===== config.mk =====
export PLATFORM = sky130hd
export DESIGN_NAME = reset_sequencer
export DESIGN_NICKNAME = d
export VERILOG_FILES = /design/src/rtl/reset_sequencer.sv
export SDC_FILE = /design/constraint.sdc
export NUM_CORES = 1
export LEC_CHECK = 0
export CORE_ASPECT_RATIO = 1.5
export CORE_MARGIN = 1
export CORE_UTILIZATION = 35
export DETAILED_ROUTE_END_ITERATION = 8
export PLACE_DENSITY_LB_ADDON = 0.05
export RECOVER_POWER = 25
export SLEW_MARGIN = 15
export SYNTH_ARGS = -nofsm -noshare
export SYNTH_HDL_FRONTEND = slang
export SYNTH_SLANG_ARGS = --single-unit

===== constraint.sdc =====
create_clock -name sync_clk -period 4.23 [get_ports sync_clk]
set_input_delay 0.846 -clock sync_clk [delete_from_list [all_inputs] [get_ports sync_clk]]
set_output_delay 0.846 -clock sync_clk [all_outputs]
set_load 0.05 [all_outputs]

===== src/rtl/reset_sequencer.sv =====
// rtl/reset_sequencer.sv - multi-source reset synchronizer, extender and staggered domain releaser
//
// Purpose:
//   Each async reset request is synchronized separately and then ORed with a software request.
//   All domain resets assert together. Release begins only after NUM_EXTEND_CYCLES
//   consecutive idle cycles. Domains then release one at a time, domain 0 first, with
//   STAGE_GAP_CYCLES between releases. Any request that arrives before the sequence
//   completes re-asserts every domain.
//
// Ports:
//   sync_clk           sole clock
//   reset_n            synchronous active-low local reset
//   reset_req_async    NUM_SOURCES async reset requests, active-high
//   sw_reset_req       sync_clk-domain reset request, active-high
//   domain_reset       NUM_DOMAINS registered per-domain resets, active-high
//   all_released       high only while every domain is released
//   busy               high while asserting or releasing
//   reset_cause        (RST_SEQ_CAUSE_EN) {sw, synced sources} captured when leaving run
//   reset_event_count  (RST_SEQ_CAUSE_EN) saturating count of run -> assert transitions
//
// Optional feature macro: RST_SEQ_CAUSE_EN
module reset_sequencer #(
  parameter int NUM_SOURCES       = 2,
  parameter int NUM_DOMAINS       = 4,
  parameter int NUM_SYNC_STAGES   = 2,
  parameter int NUM_EXTEND_CYCLES = 4,
  parameter int STAGE_GAP_CYCLES  = 2
) (
  input  logic                   sync_clk,
  input  logic                   reset_n,
  input  logic [NUM_SOURCES-1:0] reset_req_async,
  input  logic                   sw_reset_req,
  output logic [NUM_DOMAINS-1:0] domain_reset,
  output logic                   all_released,
  output logic                   busy
`ifdef RST_SEQ_CAUSE_EN
  ,
  output logic [NUM_SOURCES:0]   reset_cause,
  output logic [7:0]             reset_event_count
`endif
);

  localparam int CNT_MAX = (NUM_EXTEND_CYCLES > STAGE_GAP_CYCLES) ? NUM_EXTEND_CYCLES
                                                                   : STAGE_GAP_CYCLES;
  localparam int CNT_W   = $clog2(CNT_MAX + 1);
  localparam int IDX_W   = (NUM_DOMAINS > 1) ? $clog2(NUM_DOMAINS) : 1;

  typedef enum logic [1:0] {
    ST_ASSERT  = 2'd0,
    ST_RELEASE = 2'd1,
    ST_RUN     = 2'd2
  } state_t;

  state_t                 state;
  state_t                 state_next;
  logic [CNT_W-1:0]       cnt;
  logic [CNT_W-1:0]       cnt_next;
  logic [IDX_W-1:0]       idx;
  logic [IDX_W-1:0]       idx_next;
  logic [NUM_DOMAINS-1:0] dom_next;

  logic [NUM_SOURCES-1:0][NUM_SYNC_STAGES-1:0] sync_q;
  logic [NUM_SOURCES-1:0]                      synced_req;
  logic                                        req_any;

  // Sync chains reset to 1 so that a local reset looks like a live request until
  // NUM_SYNC_STAGES clean samples have flushed through.
  always_ff @(posedge sync_clk) begin
    for (int s = 0; s < NUM_SOURCES; s++) begin
      if (!reset_n) begin
        sync_q[s] <= '1;
      end else begin
        sync_q[s] <= {sync_q[s][NUM_SYNC_STAGES-2:0], reset_req_async[s]};
      end
    end
  end

  always_comb begin
    synced_req = '0;
    for (int s = 0; s < NUM_SOURCES; s++) begin
      synced_req[s] = sync_q[s][NUM_SYNC_STAGES-1];
    end
  end

  assign req_any = (|synced_req) | sw_reset_req;

  // cnt counts idle cycles in ASSERT and gap cycles in RELEASE. A request seen in
  // any state restarts the whole sequence with every domain asserted.
  always_comb begin
    state_next = state;
    cnt_next   = cnt;
    idx_next   = idx;
    dom_next   = domain_reset;
    case (state)
      ST_ASSERT: begin
        dom_next = '1;
        if (req_any) begin
          cnt_next = '0;
        end else if (int'(cnt) >= NUM_EXTEND_CYCLES) begin
          cnt_next    = '0;
          idx_next    = '0;
          dom_next[0] = 1'b0;
          state_next  = (NUM_DOMAINS == 1) ? ST_RUN : ST_RELEASE;
        end else begin
          cnt_next = cnt + CNT_W'(1);
        end
      end
      ST_RELEASE: begin
        if (req_any) begin
          state_next = ST_ASSERT;
          cnt_next   = '0;
          idx_next   = '0;
          dom_next   = '1;
        end else if (int'(cnt) + 1 >= STAGE_GAP_CYCLES) begin
          cnt_next           = '0;
          idx_next           = idx + IDX_W'(1);
          dom_next[idx_next] = 1'b0;
          if (int'(idx) + 2 >= NUM_DOMAINS) begin
            state_next = ST_RUN;
          end
        end else begin
          cnt_next = cnt + CNT_W'(1);
        end
      end
      ST_RUN: begin
        dom_next = '0;
        if (req_any) begin
          state_next = ST_ASSERT;
          cnt_next   = '0;
          idx_next   = '0;
          dom_next   = '1;
        end
      end
      default: begin
        state_next = ST_ASSERT;
        cnt_next   = '0;
        idx_next   = '0;
        dom_next   = '1;
      end
    endcase
  end

  // Status outputs are registered from the next state so they move on the same
  // edge as the state transition.
  always_ff @(posedge sync_clk) begin
    if (!reset_n) begin
      state        <= ST_ASSERT;
      cnt          <= '0;
      idx          <= '0;
      domain_reset <= '1;
      all_released <= 1'b0;
      busy         <= 1'b1;
    end else begin
      state        <= state_next;
      cnt          <= cnt_next;
      idx          <= idx_next;
      domain_reset <= dom_next;
      all_released <= (state_next == ST_RUN);
      busy         <= (state_next != ST_RUN);
    end
  end

`ifdef RST_SEQ_CAUSE_EN
  // Only RUN -> ASSERT counts as an event; the start-up assert after reset_n does not.
  always_ff @(posedge sync_clk) begin
    if (!reset_n) begin
      reset_cause       <= '0;
      reset_event_count <= '0;
    end else if (state == ST_RUN && req_any) begin
      reset_cause <= {sw_reset_req, synced_req};
      if (reset_event_count != 8'hFF) begin
        reset_event_count <= reset_event_count + 8'd1;
      end
    end
  end
`endif

endmodule


# --- Word-level counts from Yosys, hierarchy flattened ---
# Index checks and enable logic that the tools add are counted.
totals:
  ff_bits: 17
  in_bits: 5
  out_inout_bits: 6
  elab_cells: 59
op_classes:
  n_addsub: 4
  n_lt_le_gt_ge: 5
  eq_ne: 8
  n_mux: 27
  bitwise: 3
  n_reduce_logical: 4
ops:
  columns: ["operator", "count"]
  rows:
  - ["$mux W2", 11]
  - ["$mux W3", 5]
  - ["$mux W4", 3]
  - ["$pmux W2 S3", 2]
  - ["$pmux W4 S3", 1]
  - ["$pmux W3 S3", 1]
  - ["$ne A2 B2 Y1 const B", 4]
  - ["$ge A3 B3 Y1 const B", 2]
  - ["$add A3 B1 Y4 const B", 1]
  - ["$and A4 B4 Y4", 1]
  - ["$eq A2 B2 Y1 const B", 2]
  - ["$ge A4 B2 Y1 const B", 1]
  - ["$not A4 Y4", 1]
  - ["$reduce_and A4 Y1", 1]
  - ["$add A2 B2 Y3 const B", 1]
  - ["$add A3 B1 Y3 const B", 1]
  - ["$lt A2 B3 Y1 const B", 1]
  - ["$mux W1", 3]
  - ["$ne A3 B3 Y1 const B", 1]
  - ["$add A2 B1 Y2 const B", 1]
  - ["$demux W1 S2", 1]
  - ["$eq A2 B1 Y1 const B", 1]
  - ["$ge A2 B1 Y1 const B", 1]
  - ["$logic_not A2 Y1", 1]
  - ["3 further kinds", 3]

# --- Depth between registers and ports, before layout ---
# Gate-level depths: netlist (run 1).
depth:
  depth_word: 10
  ltp_mapped: 7
  mapped_depth_nobuf: 6

# --- Least setup slack after synthesis (run 1) ---
# Ideal clock, no wire load.
synth_timing:
  path_type: "flip-flop to flip-flop"
  startpoint: "register cnt[1]"
  endpoint: "register idx[0]"
  setup_ps: 67
  t_arrival_ps: 1545
  t_required_ps: 4163
  path_slack_ps: 2618
  path_stages_with_launch: 7
  path_buffers: 0
  period_less_slack_ps: 1612
  cell_sequence: "dfxtp_1 -> ha_1 -> ha_1 -> a211oi_4 -> a21oi_1 -> o22a_1 -> o21ai_2"
synth_between:
  elab_chain_len: 4
  elab_cells_between_ends: 6
  cone_classes: "add/sub: 1; order compare: 2; eq/ne: 2; reduce/logical: 1"
synth_lines:
  columns: ["item", "line", "text"]
  rows:
  - ["start: declaration", "56", "logic [CNT_W-1:0] cnt;"]
  - ["start signal: assignment", "155", "cnt <= cnt_next;"]
  - ["$add A3 B1 Y4", "114", "end else if (int'(cnt) + 1 >= STAGE_GAP_CYCLES) begin"]
  - ["$ge A4 B2 Y1", "114", null]
  - ["$ne A3 B3 Y1 (no source line)", null, null]
  - ["$reduce_and A4 Y1 (no source line) (*)", null, null]
  - ["end signal: assignment", "156", "idx <= idx_next;"]
  - ["end: declaration", "58", "logic [IDX_W-1:0] idx;"]
# Mark *: on every way between the ends. The rest lies on a longest branch, timed or not.
# A chain may end at the register's enable or synchronous reset.

# --- Worst setup path after layout (run 1) ---
layout_timing:
  startpoint: "register domain_reset[3]"
  endpoint: "output port domain_reset[3]"
layout_lines:
  columns: ["item", "line", "text"]
  rows:
  - ["start: declaration", "33", "output logic [NUM_DOMAINS-1:0] domain_reset,"]
  - ["start signal: assignment", "157", "domain_reset <= dom_next;"]
# No word-level cell between the ends.

==> results.md, run 1 <==
* Critical path peak fanout at 3
* Adder-Cell Fraction of Synth Area at 11.8%
* Nets at 115
* Reg2reg end: idx[0]
* # clock sinks at 17
* Post-CTS Hold Fix Bufs at 0
* Synth top area cells: dfxtp_1, ha_1, inv_1
* Routed WL per cell at 13.4 um
* Most numerous cell in the Yosys netlist: dfxtp_1
* Antenna Nets Post-Route at 0
* CP startpoint: domain_reset[3]
* Grt total ovfl at 0
* Pwr Density at 262 mW/mm^2
* Setup repair bufs after CTS at 0
* Seq/Total Area, Yosys at 40.1%
* Max-cap violations at 0
* First-pass GRT wire length at 2860 um
* Post-route minimum period at 2.32 ns
* Async set or reset register ratio after synthesis at 0%
* # IOs at 11
* Largest net degree at the start of global routing at 13
* Arrival time at the worst endpoint at 1.47 ns
* RePlAce Congestion at 0.772
* Overall routing resource usage at 14.1%
* Placed Area at 943 sq um
* Main flop type after synthesis: dfxtp_1
* Hpwl dp at 1300 um
* Layout area overhead at 14.5%
* Worst path depth at 1
* Fill cells at 241
* Mapped Nets at 105
* CP Capture Type: primary output
* TritonCTS clock tree: done
* CTS H-tree lvls at 1
* Outcome: finished clean
* Measured slew at the worst slew-check pin at 0.566 ns
* Worst hold margin at 0.415 ns
* Clock Latency Late Sink at 0.29 ns
* CTS Root Cell: clkbuf_4
* F_max at 432 MHz
* Crit path required time at 3.38 ns
* Yosys reg bits at 17
* Skew final at 0.00931 ns
* Fraction of layout cells with a size suffix above 1 at 8.91%
* Final Setup Violations at 0
* Yosys cell types at 30
* Tcrit/Tclk final at 54.8%
* Post-synth top cells: dfxtp_1, ha_1, inv_1, nand2_1, nor2_1
* Synth Cell Area at 848 sq um
* Crit Path Class: reg -> out
* Resized Gates After CTS at 0
* Vias in the first global route at 644
* R2R depth at 6
* Top cell type by total area after synthesis: dfxtp_1
* Synth Instances at 92
* Largest family of logic cells by synthesized area: simple AND/OR/NAND/NOR gates
* Hold Crit Class: reg -> reg
* Vias at 655
* CP max-delay cell: clkdlybuf4s50_1
* Post-synthesis mux area share at 1.33%
* EDFF count, synth at 0
* Initial Util at 37.5%
* Final instance area at 971 sq um
* Post-Synth XOR/XNOR Area at 0%
* R2R Setup Slk at 2.32 ns
* Max_slew headroom at 62.2%
* Final count of pins violating max slew at 0
* Crit path launch type: flop
* Die Ht at 62.3 um
* Via density at 5.28
* Drt first-iter violations at 10
* Hold Fails Final Rpt at 0
* Initial antenna violation count at 0
* Clk slew on worst S/H paths at 0.10 ns
* Hold path startpoint: sync_q[2]
* Crit-path max cell delay at 0.81 ns
* Hold-critical path endpoint: sync_q[3]
* Crit-path leading delay family: buffers and inverters
* Buf+Inv Stages, Crit Path at 1
* I/O Buffers at 10
* Diodes inserted at 0
* Area share of the largest cell type after synthesis at 40.1%
* Die X at 42.2 um
* CORE AREA at 0.00226 sq mm
* Synth Area in Simple Gates at 20.5%
* DRC at 0
* Average size of a mapped cell at 9.22 sq um
* Max clock buf depth at 2
* Routed Wire Length at 1670 um
* Syn. warnings at 0
* RR Startpoint: cnt[2]
* Cell count of the worst hold path at 1
* Post-layout util at 43.0%
* Unrepaired setup endpoints after global routing: no
* Leakage Power at 0.000378 uW
* 1st-pass router iterations at 5
* Cts bufs inserted at 3
* Worst path cell trace: clkdlybuf4s50_1
* Die area at 0.00263 sq mm
* Setup tns final at 0 ns
* Synth Area in Compound Gates at 19.2%
* # rows at 21
* Maximum vdd ir drop at 173 uV
[state kept, by name (all words and copies together), names as in the netlist]
register and count:
busy 1, all_released 1, idx 2, sync_q 4
state 2, domain_reset 4, cnt 3
[per-layer routing]
layer | routed length, um | share of wire (%) | vias to the layer above | track usage (%)
li1 | - | - | 339 | -
met4 | 17 | 1.0 | 0 | 5.86
met3 | 43 | 2.6 | 2 | 2.62
met2 | 938 | 56 | 13 | 25.8
met5 | 0 | 0 | - | 0
met1 | 668 | 40 | 301 | 15.1
[final cells by class]
cell class	instances	area [sq um]	share of cell area, %
clock buffers	3	22.5	2.32
clock inverters	1	5.00	0.515
inverters	7	26.3	2.71
multi-input cells	63	448	46.1
flip-flops and latches	17	340	35.1
well taps	23	28.8	2.96
repair buffers	10	100	10.3
[power breakdown]
group	switching (uW)	total (uW)	internal [uW]
logic	2.33	6.59	4.26
clock network	50.0	85.1	35.1
registers	0.806	163	162
total	53.1	254	201
[kinds of logic after synthesis]
group           count (synthesis)
simple gates                   33
flops                          17
compound gates                 21
fa+ha+maj                       8
buf+inv                        12
mux                             1
[worst reg2reg max path: cells and delay by family (launching register included)]
kind / cells / cell delay (ns)
DFF: 1 / 0.54
adders and majority gates: 1 / 0.38
buffers and inverters: 1 / 0.13
AOI/OAI and AO/OA: 4 / 0.81
[worst max path at each step]
stage                      endpoint
floorplan                    idx[0]
global placement    domain_reset[0]
detailed placement  domain_reset[0]
CTS                 domain_reset[3]
global route        domain_reset[2]
finish              domain_reset[3]
[through the flow]
| stage | power, uW | setup slack [ns] | std cells |
|---|---|---|---|
| after detailed placement | 173 | 2.12 | 120 |
| after floorplan | 168 | 2.62 | 92 |
| after CTS | 259 | 1.90 | 124 |
| final | 254 | 1.91 | 124 |
| after global placement | 173 | 2.14 | 120 |
| after global routing | 267 | 1.86 | 124 |
[cells in the final DEF, fill, tap and decap left out, drive strengths merged, types with 3 or more instances in the layout]
cell           Yosys  routed
clkbuf             1       3
o211ai             3       3
o21ai              4       4
nand2              8       8
inv                7       7
nor3               5       5
dfxtp             17      17
nand4              4       4
ha                 8       8
nor2               7       7
nand2b             4       4
clkdlybuf4s50      0       9
a31oi              3       3
Power figures use the tool's default switching activity.
==> run 2, diff against run 1 <==
Clock period 4.23 ns to 1.9 ns, I/O delays scaled along.
==> run 2 against run 1 <==
Cell area up 3.2%. Clock-buffer cell count stayed put. Die area did not move. Clock skew shrank 0.0015 ns. Power grew 130%. Sequential cell count unchanged. Critical endpoint is now domain_reset[1]. Setup slack worse by 1.8 ns.
==> results.md, run 2 (synthesized netlist as in run 1, its figures left out) <==
* Biggest regs: domain_reset x4, sync_q x4, cnt x3
* Die X at 42.2 um
* Crit path required time at 1.52 ns
* Crit-path leading delay family: buffers and inverters
* Crit path launch type: flop
* TritonCTS clock tree: done
* RePlAce Congestion at 0.758
* Diodes inserted at 0
* R2R depth at 5
* Met3 WL at 40 um
* CP max-delay cell: clkdlybuf4s50_1
* Worst path depth at 1
* Post-layout util at 44.4%
* CTS Root Cell: clkbuf_4
* Post-route minimum period at 1.83 ns
* Largest net degree at the start of global routing at 13
* Nets at 120
* Clock Latency Late Sink at 0.29 ns
* Top layer in use: met4
* Initial Util at 37.5%
* Overall routing resource usage at 14.7%
* Drt first-iter violations at 13
* Maximum vdd ir drop at 374 uV
* Hpwl dp at 1290 um
* Routed Wire Length at 1750 um
* # clock sinks at 17
* Leakage Power at 0.000398 uW
* Antenna Nets Post-Route at 0
* F_max at 545 MHz
* Grt total ovfl at 0
* Met2 WL at 916 um
* Vias at 686
* Max clock buf depth at 2
* Initial antenna violation count at 0
* Fraction of layout cells with a size suffix above 1 at 13.2%
* Hold Fails Final Rpt at 0
* Final count of pins violating max slew at 0
* CTS H-tree lvls at 1
* I/O Buffers at 10
* Worst path cell trace: clkdlybuf4s50_1
* Max-cap violations at 0
* Worst hold margin at 0.417 ns
* Setup repair bufs after CTS at 0
* # IOs at 11
* Setup tns final at 0 ns
* Most frequent cells in the layout: dfxtp_1, ha_1
* Die area at 0.00263 sq mm
* Tcrit/Tclk final at 96.5%
* Vias in the first global route at 703
* Crit Path Class: reg -> out
* Total power at 576 uW
* Cell count of the worst hold path at 1
* Layout area overhead at 18.1%
* Unrepaired setup endpoints after global routing: no
* DRC at 0
* Post-CTS Hold Fix Bufs at 0
* First-pass GRT wire length at 3020 um
* Clk slew on worst S/H paths at 0.10 ns
* Crit-path max cell delay at 0.81 ns
* CORE AREA at 0.00226 sq mm
* Final Setup Violations at 0
* Skew final at 0.00786 ns
* Commonest non-fill, non-tap cell in the layout: dfxtp_1
* Pwr Density at 574 mW/mm^2
* Hold Crit Class: reg -> reg
* Measured slew at the worst slew-check pin at 0.590 ns
* Max_slew headroom at 60.8%
* Arrival time at the worst endpoint at 1.45 ns
* Die Ht at 62.3 um
* Outcome: finished clean
* CP Capture Type: primary output
* Buf+Inv Stages, Crit Path at 1
* Metal-1 WL at 772 um
* 1st-pass router iterations at 4
* # rows at 21
* Cts bufs inserted at 3
* Critical path peak fanout at 3
* Routed WL per cell at 13.6 um
* Via density at 5.32
run 2: cell types whose count changed in the layout (fill, tap and decap cells not counted), sizes merged:
cell / change
clkbuf: +2
buf: +4
dlymetal6s2s: +1
clkdlybuf4s50: -2
run 2: power by group:
group	total, uW	switching, uW	internal [uW]
clock	198	120	78.2
combinational	15.8	5.70	10.1
sequential	362	1.71	360
total	576	127	448
run 2: area by class of cell:
type | count | area, sq um
Fill cell | 242 | 1260
Multi-Input combinational cell | 63 | 448
Sequential cell | 17 | 342
Timing Repair Buffer | 15 | 130
Tap cell | 23 | 28.8
Inverter | 7 | 26.3
Clock buffer | 3 | 22.5
Clock inverter | 1 | 5.00
run 2: timing repair:
action | in CTS | in global routing
endpoints found under the hold margin | 0 | 0
resized for setup | 0 | 3
setup endpoints to repair | 0 | 6
run 2: final timing paths:
check / end / slack (ns) / start
setup / recovery: domain_reset[1] / 0.07 / domain_reset[1]
hold / removal: sync_q[3] / 0.42 / sync_q[2]
setup reg to reg: all_released / 0.17 / cnt[0]
hold reg to reg: sync_q[3] / 0.42 / sync_q[2]
run 2: per-stage QoR:
stage	area (sq um)	setup slack (ns)	std cells
after floorplan	848	0.288	92
after global placement	981	0.161	125
after detailed placement	981	0.105	125
after CTS	1010	0.0286	129
after global routing	1000	0.00594	129
final	1000	0.0667	129
run 2: metal layers:
metal | GRT usage (%) | vias up
met4 | 8.98 | 0
li1 | - | 349
met5 | 0 | -
met1 | 17.0 | 328
met3 | 2.03 | 2
met2 | 24.6 | 7
